==> src/rtl/sram_matrix_reader.sv <==
// sram_matrix_reader: bus master for a single-port sync_ram.
// On start it polls the flag word, decodes the dimension header and checks
// the dimensions, streams A then B row-major over a valid/ready handshake,
// then clears the flag word and pulses done.
// Ports: clk, rst (async, active high), start; mem_addr/mem_read/mem_we/
//   mem_din/mem_dout to the RAM; a_rows/a_cols/b_rows/b_cols and dims_valid;
//   elem_data/elem_sel/elem_row/elem_col/elem_valid/elem_ready to the
//   consumer; busy, done and error status.
// Optional: define SRAM_READER_POLL_TIMEOUT_EN to give up polling after
//   POLL_LIMIT reads of a clear flag.
module sram_matrix_reader #(
   parameter int ADDR_WIDTH = 16,
   parameter int FLAG_ADDR  = 0,
   parameter int HDR_ADDR   = 1,
   parameter int A_BASE     = 2,
   parameter int B_BASE     = 10002,
   parameter int POLL_LIMIT = 1024
) (
   input  logic                  clk,
   input  logic                  rst,
   input  logic                  start,
   output logic [ADDR_WIDTH-1:0] mem_addr,
   output logic                  mem_read,
   output logic                  mem_we,
   output logic [31:0]           mem_din,
   input  logic [31:0]           mem_dout,
   output logic [7:0]            a_rows,
   output logic [7:0]            a_cols,
   output logic [7:0]            b_rows,
   output logic [7:0]            b_cols,
   output logic                  dims_valid,
   output logic [31:0]           elem_data,
   output logic                  elem_sel,
   output logic [7:0]            elem_row,
   output logic [7:0]            elem_col,
   output logic                  elem_valid,
   input  logic                  elem_ready,
   output logic                  busy,
   output logic                  done,
   output logic                  error
);

   localparam logic [3:0] S_IDLE    = 4'd0;
   localparam logic [3:0] S_POLL    = 4'd1;
   localparam logic [3:0] S_HDR     = 4'd2;
   localparam logic [3:0] S_CHECK   = 4'd3;
   localparam logic [3:0] S_FETCH_A = 4'd4;
   localparam logic [3:0] S_FETCH_B = 4'd5;
   localparam logic [3:0] S_DRAIN   = 4'd6;
   localparam logic [3:0] S_CLEAR   = 4'd7;
   localparam logic [3:0] S_DONE    = 4'd8;

   localparam logic [ADDR_WIDTH-1:0] ONE = {{(ADDR_WIDTH-1){1'b0}}, 1'b1};

   logic [3:0]            state_q, state_d;
   logic [ADDR_WIDTH-1:0] addr_q, addr_d;
   logic [7:0]            row_q, row_d, col_q, col_d;
   logic [7:0]            a_rows_q, a_rows_d, a_cols_q, a_cols_d;
   logic [7:0]            b_rows_q, b_rows_d, b_cols_q, b_cols_d;
   logic                  dims_valid_q, dims_valid_d;
   logic                  error_q, error_d;
   logic [31:0]           elem_data_q, elem_data_d;
   logic                  elem_sel_q, elem_sel_d;
   logic [7:0]            elem_row_q, elem_row_d, elem_col_q, elem_col_d;
   logic                  elem_valid_q, elem_valid_d;
   logic                  slot_free, is_b;
   logic [7:0]            lim_rows, lim_cols;
`ifdef SRAM_READER_POLL_TIMEOUT_EN
   logic [31:0]           poll_cnt_q, poll_cnt_d;
`else
   logic                  unused_poll_limit;
   assign unused_poll_limit = ^POLL_LIMIT;
`endif

   assign slot_free = !elem_valid_q || elem_ready;
   assign is_b      = (state_q == S_FETCH_B);
   assign lim_rows  = is_b ? b_rows_q : a_rows_q;
   assign lim_cols  = is_b ? b_cols_q : a_cols_q;

   always_comb begin
      state_d      = state_q;
      addr_d       = addr_q;
      row_d        = row_q;
      col_d        = col_q;
      a_rows_d     = a_rows_q;
      a_cols_d     = a_cols_q;
      b_rows_d     = b_rows_q;
      b_cols_d     = b_cols_q;
      dims_valid_d = dims_valid_q;
      error_d      = error_q;
      elem_data_d  = elem_data_q;
      elem_sel_d   = elem_sel_q;
      elem_row_d   = elem_row_q;
      elem_col_d   = elem_col_q;
      elem_valid_d = elem_valid_q;
`ifdef SRAM_READER_POLL_TIMEOUT_EN
      poll_cnt_d   = poll_cnt_q;
`endif
      mem_addr     = '0;
      mem_read     = 1'b0;
      mem_we       = 1'b0;
      mem_din      = '0;
      // A completed handshake empties the slot unless refilled below.
      if (elem_valid_q && elem_ready) begin
         elem_valid_d = 1'b0;
      end
      case (state_q)
         S_IDLE: begin
            if (start) begin
               error_d      = 1'b0;
               dims_valid_d = 1'b0;
               state_d      = S_POLL;
`ifdef SRAM_READER_POLL_TIMEOUT_EN
               poll_cnt_d   = '0;
`endif
            end
         end
         S_POLL: begin
            mem_read = 1'b1;
            mem_addr = ADDR_WIDTH'(FLAG_ADDR);
            if (mem_dout[0]) begin
               state_d = S_HDR;
            end
`ifdef SRAM_READER_POLL_TIMEOUT_EN
            else if (poll_cnt_q == 32'(POLL_LIMIT - 1)) begin
               error_d = 1'b1;
               state_d = S_IDLE;
            end else begin
               poll_cnt_d = poll_cnt_q + 32'd1;
            end
`endif
         end
         S_HDR: begin
            mem_read = 1'b1;
            mem_addr = ADDR_WIDTH'(HDR_ADDR);
            b_rows_d = mem_dout[31:24];
            b_cols_d = mem_dout[23:16];
            a_rows_d = mem_dout[15:8];
            a_cols_d = mem_dout[7:0];
            state_d  = S_CHECK;
         end
         S_CHECK: begin
            if (a_rows_q == 8'd0 || a_cols_q == 8'd0 ||
                b_rows_q == 8'd0 || b_cols_q == 8'd0 ||
                b_cols_q != a_rows_q) begin
               error_d = 1'b1;
               state_d = S_IDLE;
            end else begin
               dims_valid_d = 1'b1;
               addr_d       = ADDR_WIDTH'(A_BASE);
               row_d        = '0;
               col_d        = '0;
               state_d      = S_FETCH_A;
            end
         end
         S_FETCH_A, S_FETCH_B: begin
            if (slot_free) begin
               mem_read     = 1'b1;
               mem_addr     = addr_q;
               elem_data_d  = mem_dout;
               elem_sel_d   = is_b;
               elem_row_d   = row_q;
               elem_col_d   = col_q;
               elem_valid_d = 1'b1;
               addr_d       = addr_q + ONE;
               if (col_q == lim_cols - 8'd1) begin
                  col_d = '0;
                  if (row_q == lim_rows - 8'd1) begin
                     row_d = '0;
                     if (is_b) begin
                        state_d = S_DRAIN;
                     end else begin
                        addr_d  = ADDR_WIDTH'(B_BASE);
                        state_d = S_FETCH_B;
                     end
                  end else begin
                     row_d = row_q + 8'd1;
                  end
               end else begin
                  col_d = col_q + 8'd1;
               end
            end
         end
         S_DRAIN: begin
            if (slot_free) begin
               state_d = S_CLEAR;
            end
         end
         S_CLEAR: begin
            mem_we   = 1'b1;
            mem_addr = ADDR_WIDTH'(FLAG_ADDR);
            mem_din  = '0;
            state_d  = S_DONE;
         end
         S_DONE: begin
            state_d = S_IDLE;
         end
         default: begin
            state_d = S_IDLE;
         end
      endcase
   end

   always_ff @(posedge clk or posedge rst) begin
      if (rst) begin
         state_q      <= S_IDLE;
         addr_q       <= '0;
         row_q        <= '0;
         col_q        <= '0;
         a_rows_q     <= '0;
         a_cols_q     <= '0;
         b_rows_q     <= '0;
         b_cols_q     <= '0;
         dims_valid_q <= 1'b0;
         error_q      <= 1'b0;
         elem_data_q  <= '0;
         elem_sel_q   <= 1'b0;
         elem_row_q   <= '0;
         elem_col_q   <= '0;
         elem_valid_q <= 1'b0;
`ifdef SRAM_READER_POLL_TIMEOUT_EN
         poll_cnt_q   <= '0;
`endif
      end else begin
         state_q      <= state_d;
         addr_q       <= addr_d;
         row_q        <= row_d;
         col_q        <= col_d;
         a_rows_q     <= a_rows_d;
         a_cols_q     <= a_cols_d;
         b_rows_q     <= b_rows_d;
         b_cols_q     <= b_cols_d;
         dims_valid_q <= dims_valid_d;
         error_q      <= error_d;
         elem_data_q  <= elem_data_d;
         elem_sel_q   <= elem_sel_d;
         elem_row_q   <= elem_row_d;
         elem_col_q   <= elem_col_d;
         elem_valid_q <= elem_valid_d;
`ifdef SRAM_READER_POLL_TIMEOUT_EN
         poll_cnt_q   <= poll_cnt_d;
`endif
      end
   end

   assign a_rows     = a_rows_q;
   assign a_cols     = a_cols_q;
   assign b_rows     = b_rows_q;
   assign b_cols     = b_cols_q;
   assign dims_valid = dims_valid_q;
   assign error      = error_q;
   assign elem_data  = elem_data_q;
   assign elem_sel   = elem_sel_q;
   assign elem_row   = elem_row_q;
   assign elem_col   = elem_col_q;
   assign elem_valid = elem_valid_q;
   assign done       = (state_q == S_DONE);
   assign busy       = (state_q != S_IDLE) && (state_q != S_DONE);

endmodule

==> config.mk <==
export PLATFORM = sky130hd
export DESIGN_NAME = sram_matrix_reader
export DESIGN_NICKNAME = d
export VERILOG_FILES = /design/src/rtl/sram_matrix_reader.sv
export SDC_FILE = /design/constraint.sdc
export NUM_CORES = 1
export LEC_CHECK = 0
export ABC_CLOCK_PERIOD_IN_PS = 5200
export BUFFER_PORTS_ARGS = -buffer_cell sky130_fd_sc_hd__buf_4
export CAP_MARGIN = 20
export CORE_MARGIN = 5
export CORE_UTILIZATION = 50
export CTS_BUF_LIST = sky130_fd_sc_hd__clkbuf_4
export DETAILED_ROUTE_END_ITERATION = 10
export PLACE_DENSITY = 0.74
export SLEW_MARGIN = 20
export SYNTH_ARGS = -nofsm -noshare
export SYNTH_HDL_FRONTEND = slang
export SYNTH_SLANG_ARGS = --single-unit
==> constraint.sdc <==
create_clock -name clk -period 5.2 [get_ports clk]
set_clock_uncertainty 0.05 [all_clocks]
set_input_delay 0.78 -clock clk [delete_from_list [all_inputs] [get_ports clk]]
set_output_delay 0.78 -clock clk [all_outputs]
set_load 0.05 [all_outputs]
[Yosys cells after proc, flatten, opt, wreduce, memory -nomap -nowiden]
Cells that the tools add are included.
Storage, ports and cells
  memories: 0
  logic and storage cells: 102
  memory bits (writable): 0
  input port bits: 36
  output and inout port bits: 136
  register bits: 120
  bits in latches: 0
  ROM bits: 0
Operators by class
  bitwise operators: 0
  order comparisons: 0
  multiply operators: 0
  add/sub/neg operators: 5
  shift-type cells: 0
  equal/unequal tests: 20
  mux-type cells: 38
  divide/modulo/power cells: 0
  reductions and logical operators: 24
Operators by type and width (number)
  two-way mux 16 bit: 6
  two-way mux 8 bit: 8
  one-hot mux 16 bit (2 select lines): 2
  logical NOT 8 bit: 4
  one-hot mux 8 bit (2 select lines): 2
  one-hot mux 4 bit (7 select lines): 1
  two-way mux 4 bit: 6
  adder 16 x 1 -> 16 bit (second input constant): 1
  adder 8 x 1 -> 8 bit (second input constant): 2
  == test 4 x 3 -> 1 bit (second input constant): 4
  == test 8 bit: 2
  != test 2 bit (second input constant): 8
  subtractor 8 x 1 -> 8 bit (second input constant): 2
  AND reduction 3 bit: 3
  == test 4 x 2 -> 1 bit (second input constant): 2
  two-way mux 1 bit: 8
  != test 8 bit: 1
  one-hot mux 1 bit (2 select lines): 3
  AND reduction 6 bit: 1
  logical OR 1 bit: 5
  == test 4 x 1 -> 1 bit (second input constant): 1
  == test 4 bit (second input constant): 1
  logical NOT 4 bit: 1
  != test 4 bit (second input constant): 1
  other kinds (9): 12

[Longest topological paths before layout]
Gate-level depths: netlist of run 1.
  depth in word-level cells: 8
  gate-level depth with buffers: 16
  gate-level depth less buffers: 12

[Worst setup path before layout of run 1]
OpenSTA, ideal clock, no wires.
  kind: reg2reg
  from: register state_q[2]
  to: register state_q[0]
  required time: 5.025 ns
  arrival: 3.815 ns
  cell stages (with the launch flop): 15
  setup time: 0.125 ns
  path buffers: 3
  setup slack: 1.210 ns
  path through: dfrtp_1 > clkbuf_1 > and4bb_2 > buf_2 > buf_2 > mux2i_1 > ha_1 > nor4b_1 > mux2_2 > a221oi_1 > a211oi_1 > a41oi_1 > o31ai_1 > nor3b_2 > mux2_2
On the way
  longest elaborated chain between the ends: 6
Ends and longest elaborated chain
  start, declared: line 55  | logic [3:0] state_q, state_d;
  start signal, assigned: line 225  | state_q <= state_d;
  == test 4 x 3 -> 1 bit: line 76, 107
  two-way mux 8 bit, or another cell as far along: line 77  | assign lim_rows = is_b ? b_rows_q : a_rows_q;
  subtractor 8 x 1 -> 8 bit, or another cell as far along: line 168  | if (row_q == lim_rows - 8'd1) begin
  == test 8 bit, or another cell as far along: line 168
  != test 2 bit (no source line) / two-way mux 4 bit (equally long branches)
  AND reduction 6 bit (no source line) / one-hot mux 4 bit (7 select lines) (equally long branches)
Several ways; a longest one is shown, not always the timed one. The select of a mux whose other input is x is not followed.
A chain may end at the register's enable or synchronous reset.

[Worst setup path in the final report of run 1]
  from: register state_q[0]
  to: register addr_q[14]
On the way
  longest elaborated chain between the ends: 8
Ends and longest elaborated chain
  == test 4 x 3 -> 1 bit: line 76, 107
  two-way mux 8 bit: line 77
  subtractor 8 x 1 -> 8 bit: line 168
  == test 8 bit: line 168
  two-way mux 16 bit: line 168
  two-way mux 16 bit: line 166  | if (col_q == lim_cols - 8'd1) begin
  two-way mux 16 bit: line 157  | if (slot_free) begin
  one-hot mux 16 bit (2 select lines): line 107  | case (state_q)
  end signal, assigned: line 226  | addr_q <= addr_d;
  end, declared: line 56  | logic [ADDR_WIDTH-1:0] addr_q, addr_d;
Several ways; a longest one is shown, not always the timed one. The select of a mux whose other input is x is not followed.

==> metrics.md, run 1 <==
| Metric | Value |
|---|---|
| Outcome | finished clean |
| Layout cells sized above 1 | 0.276 |
| CTS tree | built |
| Synth top cells by count | 164 x nand2_1, 120 x dfrtp_1, 38 x mux2_2, 35 x nor2_1, 34 x buf_4 |
| H-Tree Depth | 4 |
| Max Cap Viol | 0 |
| Final period util | 0.838 |
| Top FF cell, synth | dfrtp_1 |
| Clk_lat worst skew | 0.52 ns |
| Die ar. | 15200 sq um |
| Max Root-Sink Buffers | 2 |
| Sequential cell area fraction in the yosys report | 0.467 |
| Clock sink count | 120 |
| Post-DP HPWL | 12.1 mm |
| Fill count | 1092 |
| Critical R2R Capture | addr_q[14] |
| Crit end category | flop |
| Max Clock Freq | 230 MHz |
| Reg2reg setup slack | 0.84 ns |
| Congestion Overflow GR | 0 |
| Gpl congestion | 0.937 |
| Worst Setup Path Type | flop to flop |
| Tot Pwr | 0.00390 W |
| Initial antenna violation count | 0 |
| Total number of yosys warnings | 0 |
| GRT Resource Usage Total | 0.225 |
| Library cells used by synthesis | 59 |
| Arrival time worst endpoint | 4.72 ns |
| Initial drt markers | 476 |
| Max Slew Vio Count | 0 |
| Area of the mapped netlist | 6420 sq um |
| Yosys reg bits | 120 |
| Area grow syn2layout | 19.5% |
| Nets@finish | 851 |
| Hold Crit Class | input port to async pin |
| Switching pwr | 0.00186 W |
| Detailed-router iteration count before antenna repair | 6 |
| Comb power frac | 0.490 |
| Routed wire per std cell | 16.6 um |
| Die Ht | 123 um |
| Most common cell in the netlist | nand2_1 |
| VDD IR-drop max | 385 uV |
| Clock network power share | 0.139 |
| Vias in the first global route | 5289 |
| Worst endpoint required time | 5.56 ns |
| CTS Buf Count | 17 |
| Final Instance Area | 7680 sq um |
| Share of the synthesized area in the top cell type | 0.467 |
| Hold_buf cts | 0 |
| DRC | 0 |
| Global-route wire length before repair | 26.7 mm |
| Largest cells by area after synthesis | dfrtp_1 47%, nand2_1 9.6%, mux2_2 6.7% |
| Setup bufs post-CTS | 0 |
| RR Startpoint | state_q[0] |
| Placed cell area | 7470 sq um |
| Row count | 41 |
| I/O pin count | 172 |
| Worst-path maximum fanout | 20 |
| Syn Area/Cell | 9.42 sq um |
| Worst setup SP type | flop |
| Final ANT Viol Nets | 0 |
| TNS Setup | 0 ns |
| IO Port Bufs | 139 |
| Fin. Hold Viols | 0 |
| Sw Share | 0.476 |
| Post-synth EDFFs | 0 |
| LEAKAGE | 3.79 nW |
| Top cell type by total area after synthesis | dfrtp_1 |
| DR vias/cell | 5.38 |
| Routed WL | 16.4 mm |
| Largest net degree at the start of global routing | 64 |
| Asr flop ratio synth | 1.00 |
| Die width | 123 um |
| CTS root buf | clkbuf_4 |
| Antenna fix cells | 0 |
| RSZ-0062 raised after global routing | false |
| Initial Util | 0.509 |
| Core ar. | 12600 sq um |
| Post-CTS Resized | 0 |
| Routed vias | 5332 |
| Pwr dens | 507 nW/um^2 |
| Final setup fails | 0 |
| Final core utilization | 0.609 |
| Int Pwr | 0.00204 W |
| Final Critical Period | 4.36 ns |
| Syn Inst Count | 682 |
| Slew @ Worst Pin | 0.785 ns |
| R2r worst-path depth | 12 |
| Seq pwr share | 0.371 |
| Clk pin slew, worst setup/hold paths | 0.10 ns |
| Max-slew headroom | 0.474 |
==> logic make-up (layout without fill, tap and decap cells) <==
kind of cell               count (synthesis)  count (layout)  synth area share
muxes                                     54              54            0.0915
AOI/OAI and AO/OA                         83              83            0.0878
xor gates and xnor gates                  40              40            0.0545
other                                      1              32          0.000584
and+or+nand+nor                          299             299             0.221
adders and majority gates                  5               5           0.00974
DFF                                      120             120             0.467
buffers and inverters                     80             186            0.0672
==> worst max-delay path by stage <==
stage / from / end / slack [ns] / cells past startpoint
after CTS: state_q[0] / addr_q[14] / 0.85 / 12
after global routing: state_q[0] / addr_q[14] / 0.44 / 12
after detailed placement: state_q[0] / addr_q[14] / 0.85 / 12
after global placement: state_q[0] / addr_q[14] / 1.10 / 12
final: state_q[0] / addr_q[14] / 0.84 / 12
after floorplan: rst / a_cols[0] / 1.18 / 1
==> power by group through the flow <==
stage                     combinational (W)  sequential [W]  clock [W]
after floorplan                    0.000864         0.00194          0
after global placement              0.00189         0.00145          0
after detailed placement            0.00192         0.00146          0
after CTS                           0.00192         0.00144   0.000559
after global routing                0.00204         0.00148   0.000602
final                               0.00191         0.00145   0.000542
==> metrics by stage <==
step	worst slack, ns	instances	hold WS, ns
4_1_cts	0.845	991	0.314
6_report	0.845	991	0.335
5_1_grt	0.437	991	0.336
3_3_place_gp	1.10	963	0.410
2_1_floorplan	1.18	713	0.437
3_5_place_dp	0.855	963	0.413
==> metal layers <==
| metal | vias to the layer above | part of all wire | track usage | wire length (um) |
|---|---|---|---|---|
| met3 | 19 | 0.075 | 0.0672 | 1230 |
| met1 | 2571 | 0.43 | 0.295 | 7040 |
| met5 | - | 0 | 0 | 0 |
| met2 | 207 | 0.48 | 0.361 | 7910 |
| li1 | 2535 | - | - | - |
| met4 | 0 | 0.016 | 0.0651 | 261 |
==> critical path, cell delays in order (launching register included) <==
cell      delay [ns]
dfrtp_1         0.60
and4bb_2        0.72
mux2i_1         0.35
ha_1            0.27
nor4b_1         0.26
mux2_2          0.22
a221oi_1        0.08
a211oi_1        0.23
a41oi_1         0.09
or3_1           0.45
nor3_4          0.43
nor2_1          0.15
a221o_1         0.34
==> final cells by class <==
class                      count  area [sq um]  area share
multi-input combinational    513          3120       0.406
sequential                   120          3000       0.391
timing repair buffer         144          1080       0.141
tap                          172           215      0.0280
clock inverter                 9          62.6     0.00815
clock buffer                  19           143      0.0186
inverter                      14          55.1     0.00717
==> cell usage in the layout (no fill, tap or decap), types with 7 or more instances in the layout <==
cell,instances
a211oi_1,9
a21oi_1,8
and3_1,15
buf_4,144
clkbuf_4,19
conb_1,32
dfrtp_1,120
inv_1,13
mux2_2,38
mux2i_1,16
nand2_1,163
nand3_1,13
nand4_1,7
nor2_1,33
nor2b_1,7
nor3_1,9
nor4_1,8
o21ai_0,25
xnor2_1,23
xor2_1,17
==> state kept, by name (all words and copies together), names as in the netlist <==
register / flops
a_cols: 8
a_rows: 8
addr_q: 16
b_cols: 8
b_rows: 8
col_q: 8
dims_valid: 1
elem_col: 8
elem_data: 32
elem_row: 8
elem_sel: 1
elem_valid: 1
error: 1
row_q: 8
state_q: 4
No activity file was read; power rests on OpenSTA's default activity.
==> run 2: changes to the inputs <==
--- a/config.mk
+++ b/config.mk
@@ -5,7 +5,7 @@
 export SDC_FILE = /design/constraint.sdc
 export NUM_CORES = 1
 export LEC_CHECK = 0
-export ABC_CLOCK_PERIOD_IN_PS = 5200
+export ABC_CLOCK_PERIOD_IN_PS = 4400
 export BUFFER_PORTS_ARGS = -buffer_cell sky130_fd_sc_hd__buf_4
 export CAP_MARGIN = 20
 export CORE_MARGIN = 5
==> constraint.sdc (replaced) <==
create_clock -name clk -period 4.4 [get_ports clk]
set_clock_uncertainty 0.05 [all_clocks]
set_input_delay 0.66 -clock clk [delete_from_list [all_inputs] [get_ports clk]]
set_output_delay 0.66 -clock clk [all_outputs]
set_load 0.05 [all_outputs]
==> metrics.md, run 2 (synthesis results as in run 1) <==
| Metric | Value |
|---|---|
| Outcome | finished clean |
| Global-route wire length before repair | 26.7 mm |
| Vias in the first global route | 5305 |
| Routed wire per std cell | 16.7 um |
| I/O pin count | 172 |
| Hold_buf cts | 0 |
| Crit end category | flop |
| Max Slew Vio Count | 0 |
| Core ar. | 12600 sq um |
| LEAKAGE | 3.87 nW |
| TNS Setup | 0 ns |
| Sequential cell area | 3000 sq um |
| Layout cells sized above 1 | 0.287 |
| Final period util | 0.935 |
| Die ar. | 15200 sq um |
| Die width | 123 um |
| Final Critical Period | 4.11 ns |
| Area grow syn2layout | 22.3% |
| VDD IR-drop max | 434 uV |
| Max Root-Sink Buffers | 2 |
| CTS tree | built |
| Detailed-router iteration count before antenna repair | 5 |
| DR vias/cell | 5.44 |
| Top cell by count, worst path | a221oi_1 |
| Crit-path slowest cell | and4bb_2 |
| Hold Crit Class | input port to async pin |
| Nets@finish | 857 |
| Cell chain of the critical path | and4bb_2 -> mux2i_1 -> ha_1 -> nor4b_1 -> mux2_2 -> a221oi_1 -> a211oi_1 -> a41oi_1 -> or3_1 -> nor3_4 -> o21ai_0 -> a221oi_1 |
| Clk_lat worst skew | 0.52 ns |
| Worst endpoint required time | 4.78 ns |
| CP peak stage delay | 0.58 ns |
| Final setup fails | 0 |
| Worst setup SP type | flop |
| Slew @ Worst Pin | 0.735 ns |
| Routed vias | 5449 |
| Final non-filler cell total | 1001 |
| Max Cap Viol | 0 |
| Worst Setup Path Type | flop to flop |
| CTS Buf Count | 17 |
| Routed WL | 16.7 mm |
| H-Tree Depth | 4 |
| Worst-path maximum fanout | 14 |
| Max FFs per register | 32 |
| Max Clock Freq | 243 MHz |
| DRC | 0 |
| Post-CTS Resized | 0 |
| Row count | 41 |
| Initial antenna violation count | 0 |
| Commonest non-fill, non-tap cell in the layout | nand2_1 |
| Congestion Overflow GR | 0 |
| CTS root buf | clkbuf_4 |
| Worst Path Buf+Inv | 0 |
| Final core utilization | 0.623 |
| Setup bufs post-CTS | 0 |
| Dpl cells | 969 |
| Pwr dens | 626 nW/um^2 |
| Gpl congestion | 0.905 |
| Most frequent cells in the layout | 163 x nand2_1, 150 x buf_4, 120 x dfrtp_1, 38 x mux2_2, 34 x nor2_1 |
| Delay-heaviest family, CP | simple AND/OR/NAND/NOR gates |
| Clock sink count | 120 |
| RSZ-0062 raised after global routing | false |
| Post-DP HPWL | 12.4 mm |
| Clk pin slew, worst setup/hold paths | 0.12 ns |
| GRT Resource Usage Total | 0.223 |
| Initial Util | 0.509 |
| Largest net degree at the start of global routing | 84 |
| Final ANT Viol Nets | 0 |
| Area of the multi-input gates | 3120 sq um |
| Max-slew headroom | 0.510 |
| Arrival time worst endpoint | 4.49 ns |
| Initial drt markers | 421 |
| Fin. Hold Viols | 0 |
| Fill count | 1086 |
| Die Ht | 123 um |
| Antenna fix cells | 0 |
| IO Port Bufs | 139 |
## run 2: changes by cell type in the layout (fill, tap and decap cells not counted), sizes merged
| cell | previous run | this run |
|---|---|---|
| clkinv | 8 | 5 |
| bufinv | 1 | 5 |
| buf | 144 | 150 |
| clkinvlp | 0 | 4 |
| clkbuf | 19 | 18 |
## run 2: stage by stage
step	power [W]	instance area (sq um)	hold slack (ns)	worst slack, ns
6_report	0.00492	7860	0.225	0.287
5_1_grt	0.00518	7860	0.235	0.0333
4_1_cts	0.00496	7860	0.230	0.309
3_5_place_dp	0.00401	7520	0.413	0.318
3_3_place_gp	0.00394	7520	0.412	0.524
2_1_floorplan	0.00332	6540	0.437	0.410
## run 2: cell type report
type	instances	area share
repair buffers	150	0.143
inverters	14	0.00732
flip-flops and latches	120	0.382
multi-input cells	513	0.397
well taps	172	0.0274
clock buffers	18	0.0172
clock inverters	14	0.0261
## run 2: worst paths after layout
kind	cells after the start	startpoint	slack, ns	end
min	2	rst	0.22	elem_data[30]
min reg2reg	2	elem_row[2]	0.44	elem_row[2]
max reg2reg	12	state_q[1]	0.29	addr_q[9]
min in group clk	3	mem_dout[7]	0.29	elem_data[7]
max in group asynchronous	3	rst	3.29	elem_data[0]
max	12	state_q[1]	0.29	addr_q[9]
## run 2: worst reg2reg max path: cells and delay by family, from the launching register on
kind | cells | cell delay [ns]
AND/OR/NAND/NOR | 4 | 1.72
AO/OA/AOI/OAI | 5 | 0.91
flip-flops | 1 | 0.53
adder cells (fa/ha/maj) | 1 | 0.28
multiplexers | 2 | 0.55
## run 2: layer usage
layer / up-vias / global-route usage / part of all wire / wire [um]
li1: 2559 / - / - / -
met2: 229 / 0.357 / 0.49 / 8110
met3: 33 / 0.0654 / 0.079 / 1320
met4: 0 / 0.0740 / 0.021 / 357
met5: - / 0 / 0 / 0
met1: 2628 / 0.291 / 0.41 / 6920
## run 2: report_power, final
group	switching (W)	internal [W]	total (W)
Clock	0.000427	0.000508	0.000935
Sequential	0.000384	0.00133	0.00171
Combinational	0.00146	0.000819	0.00227
==> run 3: changes to the inputs <==
--- a/config.mk
+++ b/config.mk
@@ -5,6 +5,7 @@
 export SDC_FILE = /design/constraint.sdc
 export NUM_CORES = 1
 export LEC_CHECK = 0
+export ABC_AREA = 1
 export ABC_CLOCK_PERIOD_IN_PS = 4400
 export BUFFER_PORTS_ARGS = -buffer_cell sky130_fd_sc_hd__buf_4
 export CAP_MARGIN = 20
==> metrics.md, run 3 <==
| Metric | Value |
|---|---|
| Final Critical Period | 3.46 ns |
| Largest net degree at the start of global routing | 69 |
| Area grow syn2layout | 18.6% |
| Pwr dens | 806 nW/um^2 |
| Clock sink count | 120 |
| Asr flop ratio synth | 1.00 |
| Post-DP HPWL | 13.6 mm |
| Yosys reg bits | 120 |
| Initial Util | 0.503 |
| Congestion Overflow GR | 0 |
| CP peak stage delay | 0.45 ns |
| Final period util | 0.787 |
| Outcome | finished clean |
| IO Port Bufs | 139 |
| Final non-filler cell total | 1275 |
| Area of the mapped netlist | 6900 sq um |
| Row count | 43 |
| Syn Area/Cell | 7.26 sq um |
| DR vias/cell | 4.88 |
| Final ANT Viol Nets | 0 |
| Gpl congestion | 0.928 |
| Worst-path maximum fanout | 55 |
| I/O pin count | 172 |
| Worst setup SP type | flop |
| Crit end category | output pin |
| Post-synth EDFFs | 0 |
| Top cell type by total area after synthesis | dfrtp_1 |
| TNS Setup | 0 ns |
| VDD IR-drop max | 601 uV |
| Worst Setup Path Type | flop to output pin |
| Nets@finish | 1125 |
| Largest cells by area after synthesis | dfrtp_1 44%, nand2_1 16%, inv_1 7.6% |
| Most frequent cells in the layout | 294 x nand2_1, 143 x buf_4, 139 x inv_1, 120 x dfrtp_1, 86 x o21ai_0 |
| Max-slew headroom | 0.350 |
| LEAKAGE | 4.52 nW |
| H-Tree Depth | 4 |
| Fin. Hold Viols | 0 |
| Worst Path Buf+Inv | 5 |
| Hold Crit Class | input port to async pin |
| Clk_lat worst skew | 0.53 ns |
| Post-CTS Resized | 0 |
| Synth top cells by count | 295 x nand2_1, 140 x inv_1, 120 x dfrtp_1, 86 x o21ai_0, 62 x nand3_1 |
| Syn Inst Count | 950 |
| Max Cap Viol | 0 |
| CTS tree | built |
| Final setup fails | 0 |
| Most common cell in the netlist | nand2_1 |
| Initial antenna violation count | 1 |
| CTS root buf | clkbuf_4 |
| GRT Resource Usage Total | 0.223 |
| Max Root-Sink Buffers | 2 |
| Global-route wire length before repair | 29.0 mm |
| Worst setup startpoint | state_q[3] |
| Share of the synthesized area in the top cell type | 0.435 |
| Initial drt markers | 553 |
| Clk pin slew, worst setup/hold paths | 0.10 ns |
| RSZ-0062 raised after global routing | false |
| Core ar. | 13700 sq um |
| Detailed-router iteration count before antenna repair | 5 |
| Die width | 127 um |
| Total number of yosys warnings | 0 |
| Die Ht | 127 um |
| Worst endpoint required time | 3.69 ns |
| Die ar. | 16200 sq um |
| Commonest non-fill, non-tap cell in the layout | nand2_1 |
| Max Slew Vio Count | 0 |
| Top FF cell, synth | dfrtp_1 |
| Routed vias | 6226 |
| Routed wire per std cell | 14.0 um |
| Slew @ Worst Pin | 0.972 ns |
| Routed WL | 17.8 mm |
| Max FFs per register | 32 |
| DRC | 0 |
| Crit-path slowest cell | dfrtp_1 |
| Library cells used by synthesis | 34 |
| Layout cells sized above 1 | 0.189 |
| Cell chain of the critical path | inv_1 -> nand2_2 -> nor2_1 -> inv_1 -> nor2_1 -> buf_4 -> inv_2 -> o21ai_0 -> buf_4 |
| Tot Pwr | 0.00660 W |
| CTS Buf Count | 17 |
| Dpl cells | 1245 |
| Vias in the first global route | 5815 |
| Arrival time worst endpoint | 2.75 ns |
| Hold_buf cts | 0 |
| Setup bufs post-CTS | 0 |
| RR Startpoint | state_q[3] |
| Sequential cell area fraction in the yosys report | 0.435 |
| Delay-heaviest family, CP | buffers and inverters |
| Max Clock Freq | 289 MHz |
[run 3: cell count changes after synthesis, moves of 11 or more]
| cell | previous run | this run |
|---|---|---|
| xnor2_1 | 23 | 3 |
| and3_1 | 15 | 4 |
| nor2_1 | 35 | 57 |
| nand3_1 | 13 | 62 |
| mux2i_1 | 16 | 0 |
| o21ai_0 | 25 | 86 |
| nand2_2 | 0 | 17 |
| inv_1 | 14 | 140 |
| mux2_2 | 38 | 0 |
| nand2_1 | 164 | 295 |
[run 3: cell families after synthesis]
kind of cell	Yosys count	synth area share
compound gates	110	0.0827
xor+xnor	27	0.0343
fa+ha+maj	5	0.00907
buf+inv	202	0.133
flops	120	0.435
other cells	1	0.000544
simple gates	485	0.305
[run 3: worst paths after layout]
| kind | to | slack [ns] | depth (start not counted) |
|---|---|---|---|
| setup / recovery | mem_addr[0] | 0.94 | 9 |
| hold / removal | elem_data[15] | 0.23 | 2 |
| setup reg to reg | row_q[5] | 1.16 | 12 |
| hold reg to reg | elem_col[3] | 0.44 | 2 |
| max in group asynchronous | row_q[5] | 3.18 | 3 |
| min in group clk | b_cols[1] | 0.34 | 3 |
[run 3: stage by stage]
stage	setup slack (ns)	instance area (sq um)	utilization	hold WS [ns]
2_1_floorplan	0.504	7010	-	0.420
3_3_place_gp	1.04	7930	0.578	0.418
3_5_place_dp	0.982	7930	0.578	0.424
4_1_cts	0.917	8180	0.596	0.223
5_1_grt	0.663	8180	0.596	0.263
6_report	0.937	8180	0.596	0.225
[run 3: power by group]
group	switching (W)	internal [W]	total, W
clock network	0.000398	0.000325	0.000723
logic	0.00282	0.00113	0.00396
registers	0.000402	0.00151	0.00192
[run 3: worst reg2reg max path, delay by kind of cell (launching register included)]
kind	cells	cell delay, ns
flip-flops	1	0.46
AND/OR/NAND/NOR	8	1.63
buffers and inverters	4	1.01
[run 3: per-layer routing]
metal / global-route usage / routed length [um] / vias to the layer above
li1: - / - / 3156
met1: 0.305 / 8060 / 2831
met2: 0.331 / 7910 / 216
met3: 0.0723 / 1440 / 23
met4: 0.0864 / 395 / 0
met5: 0 / 0 / -
[run 3: final cells by class]
type,instances,area (sq um)
antenna,1,2.50
clock buffer,18,135
clock inverter,11,109
fill,1292,5540
inverter,143,539
multi-input combinational,659,3090
sequential,120,3000
tap,180,225
timing repair buffer,143,1070
